$ cat config.mk
export PLATFORM = sky130hd
export DESIGN_NAME = mem_access_unit
export DESIGN_NICKNAME = d
export VERILOG_FILES = /design/src/rtl/mem_access_unit.sv
export SDC_FILE = /design/constraint.sdc
export NUM_CORES = 1
export LEC_CHECK = 0
export ABC_AREA = 1
export BUFFER_PORTS_ARGS = -buffer_cell sky130_fd_sc_hd__buf_4
export CORE_MARGIN = 2
export CORE_UTILIZATION = 49
export CTS_BUF_LIST = sky130_fd_sc_hd__clkbuf_16
export DETAILED_ROUTE_END_ITERATION = 10
export PLACE_DENSITY = 0.78
export SYNTH_ARGS = -nofsm -noshare
export SYNTH_HDL_FRONTEND = slang
export SYNTH_SLANG_ARGS = --single-unit
$ cat constraint.sdc
create_clock -name clk -period 2.5 [get_ports clk]
set_input_delay 0.125 -clock clk [delete_from_list [all_inputs] [get_ports clk]]
set_output_delay 0.125 -clock clk [all_outputs]
set_load 0.005 [all_outputs]
$ cat src/rtl/mem_access_unit.sv
// mem_access_unit: MEM-stage load/store initiator with sub-word extraction and read-modify-write stores.
module mem_access_unit #(
    parameter int ADDR_W = 32
) (
    input  logic              clk,
    input  logic              reset_n,
    input  logic              req_valid,
    output logic              req_ready,
    input  logic              req_write,
    input  logic [1:0]        req_size,
    input  logic              req_unsigned,
    input  logic [ADDR_W-1:0] req_addr,
    input  logic [31:0]       req_wdata,
    output logic              rsp_valid,
    output logic [31:0]       rsp_rdata,
    output logic              rsp_err,
    output logic              memWrite,
    output logic              memRead,
    output logic [ADDR_W-1:0] address,
    output logic [31:0]       writedata,
    input  logic [31:0]       readdata
);
    typedef enum logic [2:0] {IDLE, RD, WR, RMW_RD, RMW_WR, RESP, ERR} state_t;

    state_t            state_q, state_d;
    logic [ADDR_W-1:0] addr_q, addr_d;
    logic [1:0]        size_q, size_d;
    logic              write_q, write_d;
    logic              uns_q, uns_d;
    logic [31:0]       data_q, data_d;
    logic              accept, misalign;
    logic [7:0]        lane_b;
    logic [15:0]       lane_h;
    logic [31:0]       load_ext, merged;

    assign accept   = req_valid && state_q == IDLE;
    assign misalign = (req_size == 2'b01 && req_addr[0]) ||
                      (req_size == 2'b10 && req_addr[1:0] != 2'b00) ||
                      req_size == 2'b11;

    always_ff @(posedge clk or negedge reset_n) begin
        if (!reset_n) begin
            state_q <= IDLE;
            addr_q  <= '0;
            size_q  <= '0;
            write_q <= 1'b0;
            uns_q   <= 1'b0;
            data_q  <= '0;
        end else begin
            state_q <= state_d;
            addr_q  <= addr_d;
            size_q  <= size_d;
            write_q <= write_d;
            uns_q   <= uns_d;
            data_q  <= data_d;
        end
    end

    // data_q holds store data until RD/RMW_RD replace it with the extended load or merged word
    always_comb begin
        lane_b   = readdata[{addr_q[1:0], 3'b000} +: 8];
        lane_h   = addr_q[1] ? readdata[31:16] : readdata[15:0];
        load_ext = size_q == 2'b00 ? {{24{~uns_q & lane_b[7]}}, lane_b} :
                   size_q == 2'b01 ? {{16{~uns_q & lane_h[15]}}, lane_h} : readdata;
        merged   = readdata;
        if (size_q == 2'b00)
            merged[{addr_q[1:0], 3'b000} +: 8] = data_q[7:0];
        else
            merged[{addr_q[1], 4'b0000} +: 16] = data_q[15:0];
        addr_d  = accept ? req_addr : addr_q;
        size_d  = accept ? req_size : size_q;
        write_d = accept ? req_write : write_q;
        uns_d   = accept ? req_unsigned : uns_q;
        data_d  = accept ? req_wdata :
                  state_q == RD ? load_ext :
                  state_q == RMW_RD ? merged : data_q;
    end

    always_comb begin
        state_d = state_q;
        case (state_q)
            IDLE:         if (accept) state_d = misalign ? ERR : !req_write ? RD :
                                                req_size == 2'b10 ? WR : RMW_RD;
            RD, WR:       state_d = RESP;
            RMW_RD:       state_d = RMW_WR;
            RMW_WR:       state_d = RESP;
            default:      state_d = IDLE;
        endcase
    end

    always_comb begin
        req_ready = state_q == IDLE;
        memRead   = state_q == RD || state_q == RMW_RD;
        memWrite  = state_q == WR || state_q == RMW_WR;
        address   = (memRead || memWrite) ? {2'b00, addr_q[ADDR_W-1:2]} : '0;
        writedata = memWrite ? data_q : '0;
        rsp_valid = state_q == RESP || state_q == ERR;
        rsp_err   = state_q == ERR;
        rsp_rdata = (state_q == RESP && !write_q) ? data_q : '0;
    end
endmodule

# Word level (Yosys, flattened, before mapping)
# Cells that the tools add are included.
# Widths: inputs -> output; s select.
dict set report word_totals {
  ff_bits 71
  in_bits 103
  out_inout_bits 101
  wordCells 60
}
dict set report op_classes {
  add_sub_neg 2
  eq_ne 11
  n_shift 5
  muxes 17
  bitwise 3
  reduce_logical 16
}
# cell count
set ops {}
lappend ops {{$mux 32} 8}
lappend ops {{$bwmux 32} 2}
lappend ops {{$shift 16x7->32 const A} 1}
lappend ops {{$shift 8x7->32 const A} 1}
lappend ops {{$shiftx 16x7->32} 1}
lappend ops {{$shiftx 32x6->8} 1}
lappend ops {{$shiftx 8x7->32} 1}
lappend ops {{$mux 30} 1}
lappend ops {{$mux 16} 1}
lappend ops {{$neg 5->7} 2}
lappend ops {{$eq 3x3->1 const B} 3}
lappend ops {{$pmux 3 s3} 1}
lappend ops {{$eq 3x2->1 const B} 2}
lappend ops {{$logic_or 1x1->1} 6}
lappend ops {{$mux 3} 2}
lappend ops {{$eq 2x1->1 const B} 2}
lappend ops {{$eq 2x2->1 const B} 2}
lappend ops {{$logic_and 1x1->1} 4}
lappend ops {{$eq 3x1->1 const B} 1}
lappend ops {{$logic_not 3->1} 1}
lappend ops {{$reduce_bool 3->1} 1}
lappend ops {{$reduce_or 3->1} 1}
lappend ops {{$and 1x1->1} 2}
lappend ops {{$logic_not 2->1} 1}
lappend ops {{other kinds (6)} 6}

# Logic depth before layout (Yosys ltp)
# Gate-level depths: netlist of the first run.
dict set report depth {
  ltp_word 7
  mapped_depth 14
}

# Worst setup path after synthesis of the first run
# Ideal clock, no wire load.
dict set report synth_path {
  kind {flip-flop to flip-flop}
  from {register addr_q[1]}
  to {register data_q[16]}
  arrival_ns 1.809
  t_required_ns 2.435
  setup_slack_ns 0.626
  path_stages_with_launch 13
  n_path_buf 2
  period_less_slack_ns 1.874
  path_cell_list {dfrtp_1 buf_2 inv_4 buf_2 ha_1 nand2_1 nor2_1 nand3_1 a21oi_1 nor2_1 nand2_1 nand2_1 nand2_1}
}
dict set report synth_via {
  elab_chain_len 7
  word_cells_on_any_way 18
}
# item line_no
set synth_lines {}
lappend synth_lines {{from (decl)} 26} ;# logic [ADDR_W-1:0] addr_q, addr_d;
lappend synth_lines {{from (signal assigned)} 51} ;# addr_q <= addr_d;
lappend synth_lines {{$neg 5->7, on equally long branches} {69, 67}}
lappend synth_lines {{$shiftx 16x7->32 (tied with other cells)} 69} ;# merged[{addr_q[1], 4'b0000} +: 16] = data_q[15:0];
lappend synth_lines {{$bwmux 32, on equally long branches} {69, 67}}
lappend synth_lines {{$mux 32} 66} ;# if (size_q == 2'b00)
lappend synth_lines {{$mux 32} 76} ;# state_q == RMW_RD ? merged : data_q;
lappend synth_lines {{$mux 32 *} 75} ;# state_q == RD ? load_ext :
lappend synth_lines {{$mux 32 *} 74} ;# data_d = accept ? req_wdata :
lappend synth_lines {{to (signal assigned)} 55} ;# data_q <= data_d;
lappend synth_lines {{to (decl)} 30} ;# logic [31:0] data_q, data_d;
# Every way passes the cells marked *; elsewhere a longest branch is shown, timed or not. The select of a mux whose other input is x is not followed.
# A chain may end at the register's enable or synchronous reset.

# Worst setup path in the final report of the first run
dict set report layout_path {
  from {register state_q[0]}
  to {output port address[5]}
}
dict set report layout_via {
  elab_chain_len 4
  word_cells_on_any_way 8
}
# item line_no
set layout_lines {}
lappend layout_lines {{from (decl)} 25} ;# state_t state_q, state_d;
lappend layout_lines {{from (signal assigned)} 50} ;# state_q <= state_d;
lappend layout_lines {{$eq 3x1->1 (tied with other cells)} 93} ;# memRead = state_q == RD || state_q == RMW_RD;
lappend layout_lines {{$logic_or 1x1->1, on equally long branches} {93, 94}}
lappend layout_lines {{$logic_or 1x1->1 *} 95} ;# address = (memRead || memWrite) ? {2'b00, addr_q[ADDR_W-1:2]} : '0;
lappend layout_lines {{$mux 30 *} 95}
lappend layout_lines {{to (decl)} 19} ;# output logic [ADDR_W-1:0] address,
# Every way passes the cells marked *; elsewhere a longest branch is shown, timed or not.

==> results of run 1 <==
## synth_stat cells, drive strengths merged
library cell / number / area (um2)
nor2: 153 / 619
conb: 1 / 3.75
o21ai: 52 / 264
clkinv: 1 / 3.75
a31oi: 1 / 6.26
inv: 143 / 542
nand3: 62 / 360
clkbuf: 18 / 67.6
o31ai: 1 / 7.51
nand4: 2 / 18.8
a21oi: 20 / 100
nand2: 522 / 1980
o211ai: 12 / 90.1
a22oi: 1 / 7.51
buf: 37 / 219
ha: 5 / 62.6
dfrtp: 71 / 1780
## cell families (layout without fill, tap and decap cells)
group / count (synthesis) / after routing / synth area share
adders and majority gates: 5 / 5 / 0.0102
AOI/OAI and AO/OA: 87 / 87 / 0.0776
other: 1 / 2 / 0.000612
DFF: 71 / 71 / 0.290
and+or+nand+nor: 739 / 739 / 0.486
buffers and inverters: 199 / 406 / 0.136
## power groups by stage
stage	clock (mW)	sequential (mW)	combinational, mW
2_1_floorplan	0	1.96	4.63
3_3_place_gp	0	2.11	6.61
3_5_place_dp	0	2.11	6.68
4_1_cts	1.33	2.10	6.77
5_1_grt	1.39	2.17	7.76
6_report	1.32	2.12	6.85
## stage by stage
stage	area, um2	power [mW]
finish	8290	10.3
global route	8290	11.3
global placement	7680	8.72
CTS	8290	10.2
detailed placement	7680	8.80
floorplan	6130	6.59
## how the worst max path moves through the flow
stage                     depth (start not counted)          to  slack [ns]
after CTS                                        10  data_q[29]        0.40
after detailed placement                         10  data_q[29]        0.42
final                                             7  address[5]        0.36
after floorplan                                  12  data_q[16]        0.63
after global placement                           10  data_q[31]        0.47
after global routing                             10  data_q[29]        0.10
## area by class of cell
cell class,count,area (um2)
fillers,1197,3820
multi-input cells,833,3520
repair buffers,246,1940
flip-flops and latches,71,1780
inverters,144,546
clock buffers,9,225
well taps,168,210
clock inverters,7,73.8
## per-layer routing
metal | global-route usage | wire length, um
met2 | 0.538 | 10100
met1 | 0.425 | 8930
met5 | 0 | 0
met3 | 0.0591 | 1760
met4 | 0.104 | 481
## worst max-delay path, cell delays in order, from the launching register on
cell and delay [ns]:
dfrtp_1 0.48, o21ai_0 0.23, o21ai_2 0.09, nand2_1 0.22, buf_4 0.33, nand2_1 0.11, inv_1 0.09, buf_4 0.11
## state kept, by name, summed over array words and instances (netlist names)
name,flops
addr_q,32
data_q,32
state_q,3
write_q,1
size_q,2
uns_q,1
==> reports/qor.txt, run 1 <==
Final setup fails: 0
Chip height: 116 um
R2R cell count: 10
Hold slack: 0.00209 ns
Port Buf Inserts: 201
Clock sink count: 71
Sw Pwr: 5.31 mW
Gate power share: 0.666
Worst r2r dst: data_q[30]
Status: finished clean
RR Startpoint: addr_q[1]
RSZ-0062 raised after global routing: no
Clock latency on the worst-skew pair: 0.35 ns
Worst slew pin tran: 0.954 ns
CTS root buffer: clkbuf_16
Vias: 7,374
Required time worst endpoint: 2.38 ns
Clock Pin Slew Worst Setup and Hold Paths: 0.06 ns
Dpl hpwl: 14,900 um
Post-synthesis cell area: 6130 um2
Worst Hold Depth: 3
Synth warn: 0
Initial core utilization: 0.506
WL per Instance: 14.4 um
CTS Hold Bufs: 31
H-tree Lvls: 3
Gpl congestion: 0.973
Synth Area per Inst: 5.56 um2
Hold path endpoint: addr_q[7]
Fmax: 468 MHz
Beginning of the worst hold path: req_addr[7]
Rows: 40
ANT cells: 0
Die X: 116 um
Sequential area share after synthesis: 0.290
Worst Setup SP: state_q[0]
Placed cell count: 1,431
DRT iter0 DRCs: 761
Dpl ws: 0.425 ns
Sequential fraction of design power: 0.206
Area Overhead vs Synth: 35.4%
Peak supply drop: 0.791 mV
Commonest non-fill, non-tap cells in the layout: nand2_1, buf_4, nor2_1
Drt drc: 0
1st-pass router iterations: 7
Clk network pwr share: 0.128
Vias in the first global route: 6,810
PnR worst setup slack: 0.365 ns
Most common cell after layout, fill and taps aside: nand2_1
Final Util: 0.685
Pin count of the biggest net entering global routing: 72
Crit Path Max Fanout: 24
Gr usage total: 0.322
Final Cycle Share: 0.854
Clk_skew: 0.00595 ns
TritonCTS clock tree: built
Startpoint Class: flip-flop
Lkg Pwr: 5.12 nW
PwrDens: 1240 nW/um2
Fin crit period: 2.14 ns
WL final: 21,300 um
Routed Antenna Nets: 0
Layout cells sized above 1: 0.195
Cts repair resizes: 0
Headroom to the max-slew limit: 0.364
CTS Buf Count: 9
Via-to-Cell Ratio: 4.99
Max Cap Violations: 0
TNS Setup: 0 ns
Nets: 1,413
Internal power: 4.98 mW
Synthesis-stage register bit count: 71
Setup CP Type: flip-flop to output pin
Initial antenna violation count: 0
Die ar.: 13,400 um2
CP endpoint kind: output pin
Mapped Cells: 1,102
Max clock buf depth: 2
Layout Cells excl Fill: 1,478
Netlist cell types: 29
WP data arrival: 2.01 ns
Pins Over Slew Limit: 0
Total setup buffers inserted after CTS: 0
Hold WC Path Type: primary input to flip-flop
Final Hold Fails: 0
I/O pin total: 204
Fraction of power spent switching nets: 0.516
Core area: 12,100 um2
Reg2reg setup slack: 0.38 ns
First-pass GRT wire length: 33,900 um
Congestion Overflow GR: 0
Power figures use the tool's default switching activity.
==> run 2: changes to the inputs <==
--- a/config.mk
+++ b/config.mk
@@ -7,11 +7,13 @@
 export LEC_CHECK = 0
 export ABC_AREA = 1
 export BUFFER_PORTS_ARGS = -buffer_cell sky130_fd_sc_hd__buf_4
+export CELL_PAD_IN_SITES_DETAIL_PLACEMENT = 0
+export CELL_PAD_IN_SITES_GLOBAL_PLACEMENT = 1
 export CORE_MARGIN = 2
-export CORE_UTILIZATION = 49
+export CORE_UTILIZATION = 34
 export CTS_BUF_LIST = sky130_fd_sc_hd__clkbuf_16
 export DETAILED_ROUTE_END_ITERATION = 10
-export PLACE_DENSITY = 0.78
+export PLACE_DENSITY = 0.82
 export SYNTH_ARGS = -nofsm -noshare
 export SYNTH_HDL_FRONTEND = slang
 export SYNTH_SLANG_ARGS = --single-unit
==> reports/qor.txt, run 2 (synthesized netlist as in run 1, its figures left out) <==
Commonest non-fill, non-tap cells in the layout: nand2_1, buf_4, nor2_1
Max Cap Violations: 0 (unchanged)
WP data arrival: 2.39 ns (+0.38 ns)
Fmax: 476 MHz (+1.7%)
Hold path endpoint: write_q
Peak supply drop: 1.05 mV (+32%)
Gpl congestion: 0.930 (-4.4%)
Met3 Usage GRT: 0.0388 (-0.0203)
Headroom to the max-slew limit: 0.336 (-0.0275)
Fillers: 1,937 (+62%)
Total setup buffers inserted after CTS: 0 (unchanged)
Worst slew pin tran: 0.996 ns (+0.0412 ns)
Final Util: 0.469 (-0.216)
TritonCTS clock tree: built
CTS root buffer: clkbuf_16
Hold WC Path Type: primary input to flip-flop
PwrDens: 1230 nW/um2 (-0.71%)
Required time worst endpoint: 2.79 ns (+0.41 ns)
PnR worst setup slack: 0.401 ns (+0.0358 ns)
Vias in the first global route: 6,998 (+2.8%)
H-tree Lvls: 3 (unchanged)
TNS Setup: 0 ns (unchanged)
Biggest regs: addr_q: 32 flops, data_q: 32 flops, state_q: 3 flops
Routed Antenna Nets: 0 (unchanged)
WL per Instance: 14.8 um (+2.6%)
Setup CP Type: flip-flop to flip-flop
Die X: 138 um (+19%)
Core area: 17,800 um2 (+47%)
1st-pass router iterations: 5 (-2)
Lkg Pwr: 5.11 nW (-0.21%)
Dpl ws: 0.437 ns (+0.0124 ns)
CTS Buf Count: 9 (unchanged)
First-pass GRT wire length: 36,700 um (+8.4%)
Crit Path Max Fanout: 9 (-63%)
Area Overhead vs Synth: 36.5%
Drt drc: 0 (unchanged)
Max clock buf depth: 2 (unchanged)
RR Startpoint: addr_q[1]
Worst Hold Depth: 3 (unchanged)
Worst r2r dst: data_q[29]
WL final: 22,800 um (+7.0%)
Status: finished clean
Final Cycle Share: 0.840 (-0.0143)
Beginning of the worst hold path: req_write
Initial antenna violation count: 0 (unchanged)
Dpl hpwl: 16,600 um (+12%)
Congestion Overflow GR: 0 (unchanged)
R2R cell count: 9 (-1)
Final setup fails: 0 (unchanged)
Clock Pin Slew Worst Setup and Hold Paths: 0.07 ns (about the same)
Clock latency on the worst-skew pair: 0.36 ns (about the same)
Port Buf Inserts: 201 (unchanged)
Gr usage total: 0.239 (-0.0832)
CTS Hold Bufs: 32 (+3.2%)
Most common cell after layout, fill and taps aside: nand2_1
RSZ-0062 raised after global routing: no
Hold slack: 0.00319 ns (+0.00110 ns)
Cts repair resizes: 0 (unchanged)
Final Hold Fails: 0 (unchanged)
Startpoint Class: flip-flop
Vias: 7,318 (-0.76%)
CP endpoint kind: flip-flop
Fin crit period: 2.10 ns (-0.0358 ns)
Initial core utilization: 0.343 (-0.162)
GR Util met1: 0.312 (-0.113)
Chip height: 138 um (+19%)
Die ar.: 19,100 um2 (+42%)
Pins Over Slew Limit: 0 (unchanged)
Met2 GRT Util: 0.400 (-0.138)
DRT iter0 DRCs: 479 (-37%)
Busiest layer in global routing: met2
ANT cells: 0 (unchanged)
Rows: 49 (+23%)
Nets: 1,415 (+0.14%)
DP Area: 7750 um2 (+0.93%)
Layout cells sized above 1: 0.196 (+0.000464)
I/O pin total: 204 (unchanged)
Post-route cell area: 8360 um2 (+0.85%)
Reg2reg setup slack: 0.40 ns (+0.02 ns)
Via-to-Cell Ratio: 4.75 (-4.8%)
Clock sink count: 71 (unchanged)
Clk_skew: 0.0142 ns (+0.00827 ns)
Pin count of the biggest net entering global routing: 72 (unchanged)
-- run 2: cell count changes in the layout (fill, tap and decap cells not counted), sizes merged --
cell and delta:
dlygate4sd3 +1, inv +4, bufinv -1, clkinvlp +2, clkinv -5, buf +1
-- run 2: worst max-delay path: stages, from the launching register on --
cell and delay [ns]:
dfrtp_1 0.43, ha_1 0.18, clkinv_1 0.27, nor2_1 0.56, nand2_1 0.13, a21oi_1 0.16
nor2_1 0.07, nand2_1 0.10, nand2_1 0.06, nand2_1 0.05
-- run 2: through the flow --
| step | total power, mW | cells |
|---|---|---|
| after floorplan | 6.59 | 1103 |
| after global placement | 8.93 | 1493 |
| after detailed placement | 8.98 | 1493 |
| after CTS | 10.4 | 1541 |
| after global routing | 11.4 | 1541 |
| final | 10.3 | 1541 |
-- run 2: final cells by class --
cell class	count	area, um2	area share
Inverter	144	546	0.0652
Tap cell	229	287	0.0343
Multi-Input combinational cell	833	3520	0.421
Sequential cell	71	1780	0.212
Timing Repair Buffer	248	1940	0.232
Clock buffer	9	225	0.0269
Clock inverter	7	62.6	0.00748
-- run 2: worst max path at each step --
| stage | startpoint | end | cells past startpoint |
|---|---|---|---|
| CTS | addr_q[1] | data_q[31] | 9 |
| global placement | addr_q[1] | data_q[31] | 9 |
| global route | addr_q[1] | data_q[31] | 9 |
| detailed placement | addr_q[1] | data_q[31] | 9 |
| floorplan | addr_q[1] | data_q[16] | 12 |
| finish | addr_q[1] | data_q[29] | 9 |
-- run 2: report_power, final --
group / total (mW) / internal [mW] / switching [mW]
combinational: 6.90 / 2.52 / 4.38
clock: 1.30 / 0.694 / 0.610
sequential: 2.10 / 1.69 / 0.417
-- run 2: layer usage --
layer,vias up,routed length (um)
met5,-,0
met3,43,1120
met1,3338,10200
met4,0,549
met2,220,10900
li1,3717,-
